--- config.mk ---
export PLATFORM = sky130hd
export DESIGN_NAME = fifo_stream_reader
export DESIGN_NICKNAME = d
export VERILOG_FILES = /design/src/rtl/fifo_pkg.sv /design/src/rtl/stream_buf.sv /design/src/rtl/fifo_stream_reader.sv
export SDC_FILE = /design/constraint.sdc
export NUM_CORES = 1
export LEC_CHECK = 0
export ABC_CLOCK_PERIOD_IN_PS = 1700
export CORE_UTILIZATION = 50
export CTS_CLUSTER_SIZE = 24
export DETAILED_ROUTE_END_ITERATION = 8
export PLACE_DENSITY = 0.76
export SETUP_SLACK_MARGIN = 0.15
export SYNTH_ARGS = -nofsm -noshare
export SYNTH_HDL_FRONTEND = slang
export SYNTH_HIERARCHICAL = 1
export SYNTH_SLANG_ARGS = --single-unit
--- constraint.sdc ---
create_clock -name clk -period 1.7 [get_ports clk]
set_input_delay 0.34 -clock clk [delete_from_list [all_inputs] [get_ports clk]]
set_output_delay 0.34 -clock clk [all_outputs]
set_load 0.03 [all_outputs]
--- src/rtl/fifo_pkg.sv ---
// -----------------------------------------------------------------------------
// fifo_pkg
// Shared definitions for the sync_fifo family of adapters.
//   DEFAULT_DATA_WIDTH : default word width, matches sync_fifo
//   DEFAULT_BUF_DEPTH  : default prefetch depth (smallest depth for full rate)
//   FIFO_RD_LATENCY    : cycles from an accepted r_en to valid data_out
//   RD_COUNT_W         : width of the delivered-word counter
//   buf_op_e           : per-cycle operation applied to a circular buffer
//   count_width()      : bits needed to hold an occupancy of 0..depth
// -----------------------------------------------------------------------------
package fifo_pkg;

  localparam int DEFAULT_DATA_WIDTH = 8;
  localparam int DEFAULT_BUF_DEPTH  = 3;
  localparam int FIFO_RD_LATENCY    = 1;
  localparam int RD_COUNT_W         = 16;

  typedef enum logic [1:0] {
    BUF_IDLE = 2'b00,
    BUF_PUSH = 2'b01,
    BUF_POP  = 2'b10,
    BUF_BOTH = 2'b11
  } buf_op_e;

  // Occupancy runs 0..depth inclusive, hence depth+1 distinct values.
  function automatic int count_width(input int depth);
    return $clog2(depth + 1);
  endfunction

endpackage

--- src/rtl/stream_buf.sv ---
// -----------------------------------------------------------------------------
// stream_buf
// Small circular buffer with push/pop and an occupancy count. Storage is a
// register array (reset to zero) so the head word is a registered value.
// Ports:
//   clk, rst_n  : clock, asynchronous active-low reset
//   push        : write push_data at the tail this edge
//   push_data   : word to write
//   pop         : consume the head word this edge (ignored when empty)
//   pop_data    : current head word
//   count       : occupancy, 0..DEPTH
//   empty       : count == 0
// The caller guarantees no push into a full buffer unless it also pops.
// -----------------------------------------------------------------------------
module stream_buf
  import fifo_pkg::*;
#(
  parameter int DATA_WIDTH = DEFAULT_DATA_WIDTH,
  parameter int DEPTH      = DEFAULT_BUF_DEPTH,
  parameter int CNT_W      = count_width(DEPTH)
) (
  input  logic                  clk,
  input  logic                  rst_n,
  input  logic                  push,
  input  logic [DATA_WIDTH-1:0] push_data,
  input  logic                  pop,
  output logic [DATA_WIDTH-1:0] pop_data,
  output logic [CNT_W-1:0]      count,
  output logic                  empty
);

  localparam int PTR_W = (DEPTH > 1) ? $clog2(DEPTH) : 1;

  logic [DATA_WIDTH-1:0] mem_reg [DEPTH];
  logic [PTR_W-1:0]      wr_ptr_reg;
  logic [PTR_W-1:0]      rd_ptr_reg;
  logic [CNT_W-1:0]      count_reg;
  logic [CNT_W-1:0]      count_next;
  logic                  pop_fire;
  buf_op_e               op;

  // Explicit wrap so non-power-of-two depths cycle through 0..DEPTH-1 only.
  function automatic logic [PTR_W-1:0] ptr_inc(input logic [PTR_W-1:0] p);
    return (p == PTR_W'(DEPTH - 1)) ? '0 : p + PTR_W'(1);
  endfunction

  assign empty    = (count_reg == '0);
  assign pop_fire = pop & ~empty;
  assign count    = count_reg;
  assign pop_data = mem_reg[rd_ptr_reg];

  always_comb begin
    op = BUF_IDLE;
    if (push && pop_fire) begin
      op = BUF_BOTH;
    end else if (push) begin
      op = BUF_PUSH;
    end else if (pop_fire) begin
      op = BUF_POP;
    end
  end

  // Simultaneous push and pop leaves the occupancy unchanged.
  always_comb begin
    count_next = count_reg;
    case (op)
      BUF_PUSH: count_next = count_reg + CNT_W'(1);
      BUF_POP:  count_next = count_reg - CNT_W'(1);
      default:  count_next = count_reg;
    endcase
  end

  always_ff @(posedge clk or negedge rst_n) begin
    if (!rst_n) begin
      wr_ptr_reg <= '0;
      rd_ptr_reg <= '0;
      count_reg  <= '0;
    end else begin
      count_reg <= count_next;
      if (push) begin
        wr_ptr_reg <= ptr_inc(wr_ptr_reg);
      end
      if (pop_fire) begin
        rd_ptr_reg <= ptr_inc(rd_ptr_reg);
      end
    end
  end

  // Storage is cleared on reset so the head word reads zero after reset.
  always_ff @(posedge clk or negedge rst_n) begin
    if (!rst_n) begin
      for (int i = 0; i < DEPTH; i++) begin
        mem_reg[i] <= '0;
      end
    end else if (push) begin
      mem_reg[wr_ptr_reg] <= push_data;
    end
  end

endmodule

--- src/rtl/fifo_stream_reader.sv ---
// -----------------------------------------------------------------------------
// fifo_stream_reader
// Drains a sync_fifo through its r_en/data_out/empty port and presents the
// words on a valid/ready stream. A small prefetch buffer hides the FIFO's
// one-cycle read latency so the stream can sustain one word per cycle.
// Ports:
//   clk, rst_n     : clock shared with sync_fifo, asynchronous active-low reset
//   fifo_r_en      : read strobe to sync_fifo.r_en
//   fifo_data_out  : sync_fifo.data_out, valid the cycle after an accepted read
//   fifo_empty     : sync_fifo.empty
//   m_valid        : a stream word is available
//   m_ready        : consumer accepts the word
//   m_data         : stream word (buffer head)
//   rd_count       : words delivered since reset, wraps at 2^16
// -----------------------------------------------------------------------------
module fifo_stream_reader
  import fifo_pkg::*;
#(
  parameter int DATA_WIDTH = DEFAULT_DATA_WIDTH,
  parameter int BUF_DEPTH  = DEFAULT_BUF_DEPTH
) (
  input  logic                  clk,
  input  logic                  rst_n,
  output logic                  fifo_r_en,
  input  logic [DATA_WIDTH-1:0] fifo_data_out,
  input  logic                  fifo_empty,
  output logic                  m_valid,
  input  logic                  m_ready,
  output logic [DATA_WIDTH-1:0] m_data,
  output logic [RD_COUNT_W-1:0] rd_count
);

  localparam int CNT_W = count_width(BUF_DEPTH);
  localparam int SUM_W = CNT_W + 1;

  generate
    if (BUF_DEPTH < 2) begin : g_bad_depth
      $error("fifo_stream_reader: BUF_DEPTH must be at least 2");
    end
  endgenerate

  logic [CNT_W-1:0]      buf_count;
  logic                  buf_empty;
  logic [DATA_WIDTH-1:0] buf_head;
  logic                  in_flight_reg;
  logic [RD_COUNT_W-1:0] rd_count_reg;
  logic [SUM_W-1:0]      committed;
  logic                  credit_ok;
  logic                  handshake;

  // Credit: every word already buffered or still on its way from the FIFO
  // holds a slot, so a read is only issued when a slot is guaranteed free at
  // the edge the data lands. The pop side is deliberately left out so that
  // m_ready never reaches fifo_r_en combinationally.
  assign committed = {1'b0, buf_count} + SUM_W'(in_flight_reg);
  assign credit_ok = (committed < SUM_W'(BUF_DEPTH));

  // rst_n is included so the strobe drops the instant reset asserts.
  assign fifo_r_en = rst_n & ~fifo_empty & credit_ok;

  assign m_valid   = ~buf_empty;
  assign m_data    = buf_head;
  assign handshake = m_valid & m_ready;
  assign rd_count  = rd_count_reg;

  // in_flight marks that data_out carries a fresh word this cycle
  // (FIFO_RD_LATENCY cycles after the accepted read).
  always_ff @(posedge clk or negedge rst_n) begin
    if (!rst_n) begin
      in_flight_reg <= 1'b0;
      rd_count_reg  <= '0;
    end else begin
      in_flight_reg <= fifo_r_en;
      if (handshake) begin
        rd_count_reg <= rd_count_reg + RD_COUNT_W'(1);
      end
    end
  end

  stream_buf #(
    .DATA_WIDTH (DATA_WIDTH),
    .DEPTH      (BUF_DEPTH),
    .CNT_W      (CNT_W)
  ) u_buf (
    .clk       (clk),
    .rst_n     (rst_n),
    .push      (in_flight_reg),
    .push_data (fifo_data_out),
    .pop       (m_ready),
    .pop_data  (buf_head),
    .count     (buf_count),
    .empty     (buf_empty)
  );

endmodule

==> summary.txt, run 1 <==
Outcome
  • Status: finished, violations left
  • Failing checks: setup timing

Global routing
  • Gr ovfl total: 0
  • First-pass GRT wire length: approximately 7 mm
  • GRT Overall Usage: 21.2%
  • Vias in the first global route: roughly 1500
  • GR Layer Usage met2: between 30% and 40%
  • Largest net degree at the start of global routing: 48
  • Busiest grt layer: met2
  • Routing usage on met3: 4.83%
  • Antenna violations before repair: 0
  • GR Layer Usage met1: approximately a quarter

Floorplanning
  • Std cell rows: 23
  • Core area: ~0.004 mm2
  • Die H: just under 70 um
  • Die Wd: 68.0 um
  • Initial Util: 53.2%
  • IO Pins: 38
  • Die area: between 0.004 and 0.005 mm2

Hold path
  • HP Class: input port to asynchronous set/reset pin

Route
  • DRC errors left: 0
  • Number of vias per cell: 5.34
  • Detailed Route Iter0 Violations: 98
  • Wire per inst: 16.0 um
  • Final ANT Viol Nets: 0
  • Final wirelength: 4.45 mm
  • Vias: ~1500
  • Total iterations of the first detailed-routing run: 4

CTS
  • H-tree levels: 2
  • Reg clk slew, reported paths: 0.09 ns
  • Root Buffer: clkbuf_8
  • Cts hold-fix bufs: 0
  • Clk buf depth: 2
  • Clock Sink Count: 47
  • CTS tree: done
  • Clk_lat worst skew: about 0.30 ns
  • TritonCTS Buffers: 5

Worst setup path
  • WS Path Type: register to output port
  • Reg-to-Reg Start: u_buf/count[0]
  • Worst reg-to-reg path cell count: 8
  • Worst Setup SP: u_buf/count[0]
  • Element type at the critical path end: output port
  • Worst Setup Start Kind: register
  • Reg-to-Reg End: u_buf/count[1]
  • WP data required: about 1.4 ns
  • Critical path peak fanout: 2
  • Crit path capture: fifo_r_en
  • Arr. time, crit path: about 1.6 ns
  • FF-to-FF setup slack: 0.18 ns

STA
  • Max-slew violations: 0
  • Setup TNS: -0.262 ns
  • Worst Slack Setup Final: -0.258 ns
  • Crit share post-route: 115%
  • Final Skew: a little over 0.008 ns
  • Slew HR: around three fifths
  • RSZ-0062 raised after global routing: yes
  • Setup violations, final: 2
  • Worst-Margin Slew: about 0.58 ns
  • Final Hold Fails: 0
  • Max Fclk: 511 MHz
  • Min Clock Period, post-route: 1.96 ns

Synth
  • Cell variety after synth: 32
  • Synth top area cells: dfrtp_1, mux2_2, mux2_4
  • Sequential-to-total area share from yosys stat: 54.1%
  • Syn_area_per_cell: between 10 and 15 um2
  • Synthesized area: about 0.0022 mm2
  • Syn Inst Count: approximately 170
  • Seq cells post-synth: 47
  • Area leader, netlist: dfrtp_1
  • Share of the synthesized area in the top cell type: ~54%
  • Top-count cell post-synth: dfrtp_1
  • FFs w/ async S/R, synth: between 90% and 100%
  • Synth cell count leaders: dfrtp_1, mux2_2, nand2_1
  • Post-synth top flop: dfrtp_1
  • Post-synth net total: 188
  • EDFF count, synth: 0
  • Ys Warns: 6

Placement
  • Detailed placement HPWL: just over 3 mm
  • Dpl cell area: approximately 0.0027 mm2
  • PortBufs: 37
  • Inst Count DP: 266
  • RePlAce Congestion: just under 0.8

Flow run
  • Max Cap Violations: 0

Power and ir drop
  • Worst IR Drop VDD: approximately 1.1 mV
  • Power Total: around 5.3 mW
  • Leakage: roughly 1.3 nW
  • Pwr per Cell Area: between 1500 and 2000 mW/mm2

Layout
  • Area Growth Syn to Fin: 32.5%
  • Max reg flops: 24
  • Ant. Diodes: 0
  • Non-filler cells, final: roughly 280
  • Nets: approximately 240
  • Share of layout cells above drive strength 1: roughly two fifths
  • Final core utilization: between 70% and 80%
  • Fillers: approximately 300
  • Fin area: 0.00288 mm2
cell families (layout without fill, tap and decap cells):
kind of cell	Yosys count	in the layout	synth area share (%)
flip-flops	47	47	54.1
AND/OR/NAND/NOR	45	45	12.4
multiplexers	33	33	18.0
XOR/XNOR	18	18	7.25
AO/OA/AOI/OAI	14	14	3.62
buffers and inverters	11	67	2.36
adder cells (fa/ha/maj)	4	4	2.30
cell usage in the layout, fill, tap and decap left out, types with 4 or more instances in the layout:
cell type / count
dfrtp_1: 46
inv_1: 4
nor2_1: 5
clkbuf_8: 5
clkdlybuf4s50_1: 10
buf_4: 18
mux2_4: 8
nand2_2: 5
buf_6: 7
mux2_2: 16
nand3_1: 6
xnor2_1: 9
nand2_1: 10
dlygate4sd2_1: 13
mux2i_1: 7
o21ai_1: 5
xor2_1: 8
worst max-delay path: stages, from the launching register on:
cell,delay [ns]
dfrtp_1,0.39
ha_2,0.20
ha_4,0.22
a2111oi_4,0.30
buf_4,0.22
per-layer routing:
| metal | vias up | part of all wire (%) |
|---|---|---|
| met3 | 8 | 4.7 |
| met5 | - | 0 |
| met2 | 31 | 50 |
| li1 | 707 | - |
| met4 | 0 | 1.6 |
| met1 | 739 | 44 |
metrics by stage:
step                hold WS, ns  worst slack (ns)
floorplan                0.0444          -0.00465
global placement          0.471           -0.0824
detailed placement        0.470            -0.178
CTS                       0.188            -0.281
global route              0.216            -0.364
finish                    0.156            -0.258
where the power goes:
part,leakage [nW],switching [mW],internal [mW],total [mW]
clock network,0.0422,0.352,0.289,0.641
logic,0.727,1.38,1.32,2.70
registers,0.575,0.357,1.56,1.92
repair_timing:
item,CTS,global route
resized for setup,32,25
endpoints found under the setup margin,38,16
pin swaps,7,4
setup buffers,3,1
area by class of cell:
cell class | count | area, um2 | share of cell area, %
Clock buffer | 7 | 76.3 | 2.65
Multi-Input combinational cell | 114 | 1070 | 37.3
Clock inverter | 1 | 5.00 | 0.174
Timing Repair Buffer | 53 | 463 | 16.1
Sequential cell | 47 | 1180 | 40.9
Tap cell | 50 | 62.6 | 2.17
Inverter | 6 | 22.5 | 0.782
worst min path at each step:
stage	end	slack, ns	cells past startpoint
after floorplan	in_flight_reg	0.04	0
after global placement	rd_count[15]	0.47	1
after detailed placement	rd_count[15]	0.47	1
after CTS	u_buf/mem_reg[2]	0.19	2
after global routing	u_buf/mem_reg[2]	0.22	2
final	u_buf/mem_reg[2]	0.16	2
(Power assumes the default switching activity.)
==> run 2, diff against run 1 <==
ABC_AREA = 1   (was unset)
==> summary.txt, run 2 <==
Outcome
  • Status: finished, violations left
  • Failing checks: setup timing

STA
  • Final Hold Fails: 0 (unchanged)
  • Setup violations, final: 9 (+7)
  • Max Fclk: 487 MHz (-4.6%)
  • Slew HR: 61.0% (-0.24 points)
  • Max-slew violations: 0 (unchanged)
  • Worst Slack Setup Final: -0.352 ns (-0.0938 ns)
  • Final Skew: 0.00504 ns (-0.00312 ns)
  • Worst-Margin Slew: 0.584 ns (+0.00365 ns)
  • Crit share post-route: 121% (+5.5 points)
  • Min Clock Period, post-route: 2.05 ns (+0.0938 ns)
  • RSZ-0062 raised after global routing: yes

Synth
  • Sequential-to-total area share from yosys stat: 53.1% (-1.0 points)
  • Post-synth top flop: dfrtp_1
  • Share of the synthesized area in the top cell type: 53.1% (-1.0 points)
  • Seq cells post-synth: 47 (unchanged)
  • Synthesized area: 0.00222 mm2 (+1.9%)
  • Syn Inst Count: 259 (+51%)
  • Synth top area cells: dfrtp_1, nand2_1, inv_1
  • Top-count cell post-synth: nand2_1
  • Post-synth net total: 275 (+46%)
  • EDFF count, synth: 0 (unchanged)
  • Area leader, netlist: dfrtp_1
  • FFs w/ async S/R, synth: 100% (unchanged)
  • Synth cell count leaders: nand2_1, dfrtp_1, inv_1
  • Syn_area_per_cell: 8.56 um2 (-32%)
  • Ys Warns: 6 (unchanged)
  • Cell variety after synth: 22 (-31%)

Layout
  • Max reg flops: 24 (unchanged)
  • Multi-input gate area: 0.00111 mm2 (+3.1%)
  • Area Growth Syn to Fin: 38.7%
  • Fillers: 308 (+1.7%)
  • Nets: 335 (+38%)
  • Share of layout cells above drive strength 1: 28.7% (-9.8 points)
  • Final core utilization: 74.7% (+4.2 points)
  • Commonest cells after routing, fill and taps aside: nand2_1, dfrtp_1, inv_1
  • Non-filler cells, final: 370 (+33%)
  • Ant. Diodes: 0 (unchanged)
  • Commonest non-fill, non-tap cell in the layout: nand2_1
  • Register Area: 0.00118 mm2 (+0.21%)

Global routing
  • First-pass GRT wire length: 7.98 mm (+14%)
  • Antenna violations before repair: 0 (unchanged)
  • Vias in the first global route: 1825 (+23%)
  • Largest net degree at the start of global routing: 48 (unchanged)
  • Gr ovfl total: 0 (unchanged)
  • GRT Overall Usage: 23.5% (+2.3 points)

Route
  • Vias: 1895 (+28%)
  • Detailed Route Iter0 Violations: 119 (+21%)
  • DRC errors left: 0 (unchanged)
  • Final wirelength: 5.01 mm (+13%)
  • Total iterations of the first detailed-routing run: 4 (unchanged)
  • Number of vias per cell: 5.12 (-4.1%)
  • Wire per inst: 13.5 um (-15%)
  • Final ANT Viol Nets: 0 (unchanged)

Worst setup path
  • Max incr delay on CP: 0.43 ns (+0.04 ns)
  • Worst Setup Start Kind: register
  • Crit-path cells: ha_4 > ha_4 > or3b_4 > a21oi_4 > buf_6
  • Element type at the critical path end: output port
  • WP data required: 1.36 ns (about the same)
  • Arr. time, crit path: 1.71 ns (+0.09 ns)
  • Worst Path Buf+Inv: 1 (unchanged)
  • Critical Path Most Common Cell: ha_4
  • Crit path max-delay family: flip-flops
  • WS Path Type: register to output port
  • CP max-delay cell: dfrtp_2
  • Critical path peak fanout: 2 (unchanged)

Floorplanning
  • Die area: 0.00470 mm2 (+1.8%)
  • Die H: 68.6 um (+0.91%)
  • Initial Util: 53.8% (+0.63 points)
  • Std cell rows: 23 (unchanged)
  • Core area: 0.00412 mm2 (+0.70%)
  • IO Pins: 38 (unchanged)
  • Die Wd: 68.6 um (+0.91%)

Placement
  • Inst Count DP: 353 (+33%)
  • RePlAce Congestion: 0.808 (+1.8%)
  • Detailed placement HPWL: 3.03 mm (-0.97%)
  • PortBufs: 37 (unchanged)

CTS
  • Root Buffer: clkbuf_8
  • Reg clk slew, reported paths: 0.09 ns (about the same)
  • Clk buf depth: 2 (unchanged)
  • Clock Sink Count: 47 (unchanged)
  • TritonCTS Buffers: 5 (unchanged)
  • H-tree levels: 2 (unchanged)
  • Clk_lat worst skew: 0.31 ns (about the same)
  • CTS tree: done
  • Cts hold-fix bufs: 0 (unchanged)

Power and ir drop
  • Pwr per Cell Area: 1830 mW/mm2 (+0.18%)
  • Worst IR Drop VDD: 1.31 mV (+18%)
  • Leakage: 1.58 nW (+18%)

Hold path
  • HP Class: input port to asynchronous set/reset pin

Flow run
  • Max Cap Violations: 0 (unchanged)
-- run 2: cell count changes in the layout (fill, tap and decap cells not counted), moves of 7 or more --
cell and delta:
inv_1 +22, mux2_2 -16, mux2_4 -8, mux2i_1 -7, nand2_1 +61, nand2_4 +9
nand3_2 +12, nor2_4 +7, o21ai_0 +8, o21ai_1 +11
-- run 2: cell type report --
cell class              count  area share [%]
clock buffers               5            2.24
clock inverters             3           0.651
inverters                  31            3.79
multi-input cells         178            36.0
flip-flops and latches     47            38.4
well taps                  50            2.04
repair buffers             56            16.9
-- run 2: timing repair --
| item | CTS | global route |
|---|---|---|
| resized for setup | 72 | 21 |
| gates cloned | 1 | 0 |
| hold endpoints to repair | 0 | 0 |
| buffers inserted | 7 | 1 |
| setup endpoints to repair | 27 | 16 |
| pin swaps | 12 | 11 |
-- run 2: per-stage QoR --
step | worst slack (ns) | setup TNS [ns] | power, mW | hold slack [ns] | cell area (um2)
floorplan | -0.0160 | -0.0160 | 3.33 | 0.0444 | 2240
global placement | -0.0641 | -0.0641 | 4.14 | 0.467 | 2700
detailed placement | -0.0934 | -0.0934 | 4.20 | 0.476 | 2700
CTS | -0.372 | -0.374 | 5.40 | 0.172 | 2990
global route | -0.404 | -0.956 | 5.97 | 0.200 | 3070
finish | -0.352 | -0.739 | 5.62 | 0.143 | 3070
-- run 2: logic make-up after synthesis --
kind of cell / synth area share (%)
AND/OR/NAND/NOR: 27.4
adder cells (fa/ha/maj): 2.26
buffers and inverters: 6.21
AO/OA/AOI/OAI: 6.66
flip-flops: 53.1
XOR/XNOR: 4.35
-- run 2: worst paths after layout --
| path | start | end | slack [ns] | depth (start not counted) |
|---|---|---|---|---|
| max | u_buf/count[0] | fifo_r_en | -0.35 | 5 |
| min | rst_n | u_buf/count[1] | 0.14 | 2 |
| max reg2reg | u_buf/count[0] | in_flight_reg | 0.18 | 6 |
| min reg2reg | u_buf/mem_reg[11] | u_buf/mem_reg[11] | 0.50 | 2 |
| max in group asynchronous | rst_n | in_flight_reg | 1.12 | 2 |
| min in group clk | u_buf/mem_reg[11] | u_buf/mem_reg[11] | 0.50 | 2 |
-- run 2: power by group --
group,leakage (nW),internal [mW],switching (mW)
Sequential,0.583,1.56,0.419
Combinational,0.960,1.30,1.66
Clock,0.0402,0.287,0.397
Total,1.58,3.15,2.48
-- run 2: layer usage --
| metal | track usage (%) | share of wire [%] | wire, um | vias up |
|---|---|---|---|---|
| li1 | - | - | - | 934 |
| met4 | 10.7 | 2.1 | 107 | 0 |
| met2 | 41.4 | 50 | 2530 | 42 |
| met1 | 27.3 | 44 | 2200 | 909 |
| met5 | 0 | 0 | 0 | - |
| met3 | 4.93 | 3.6 | 179 | 10 |
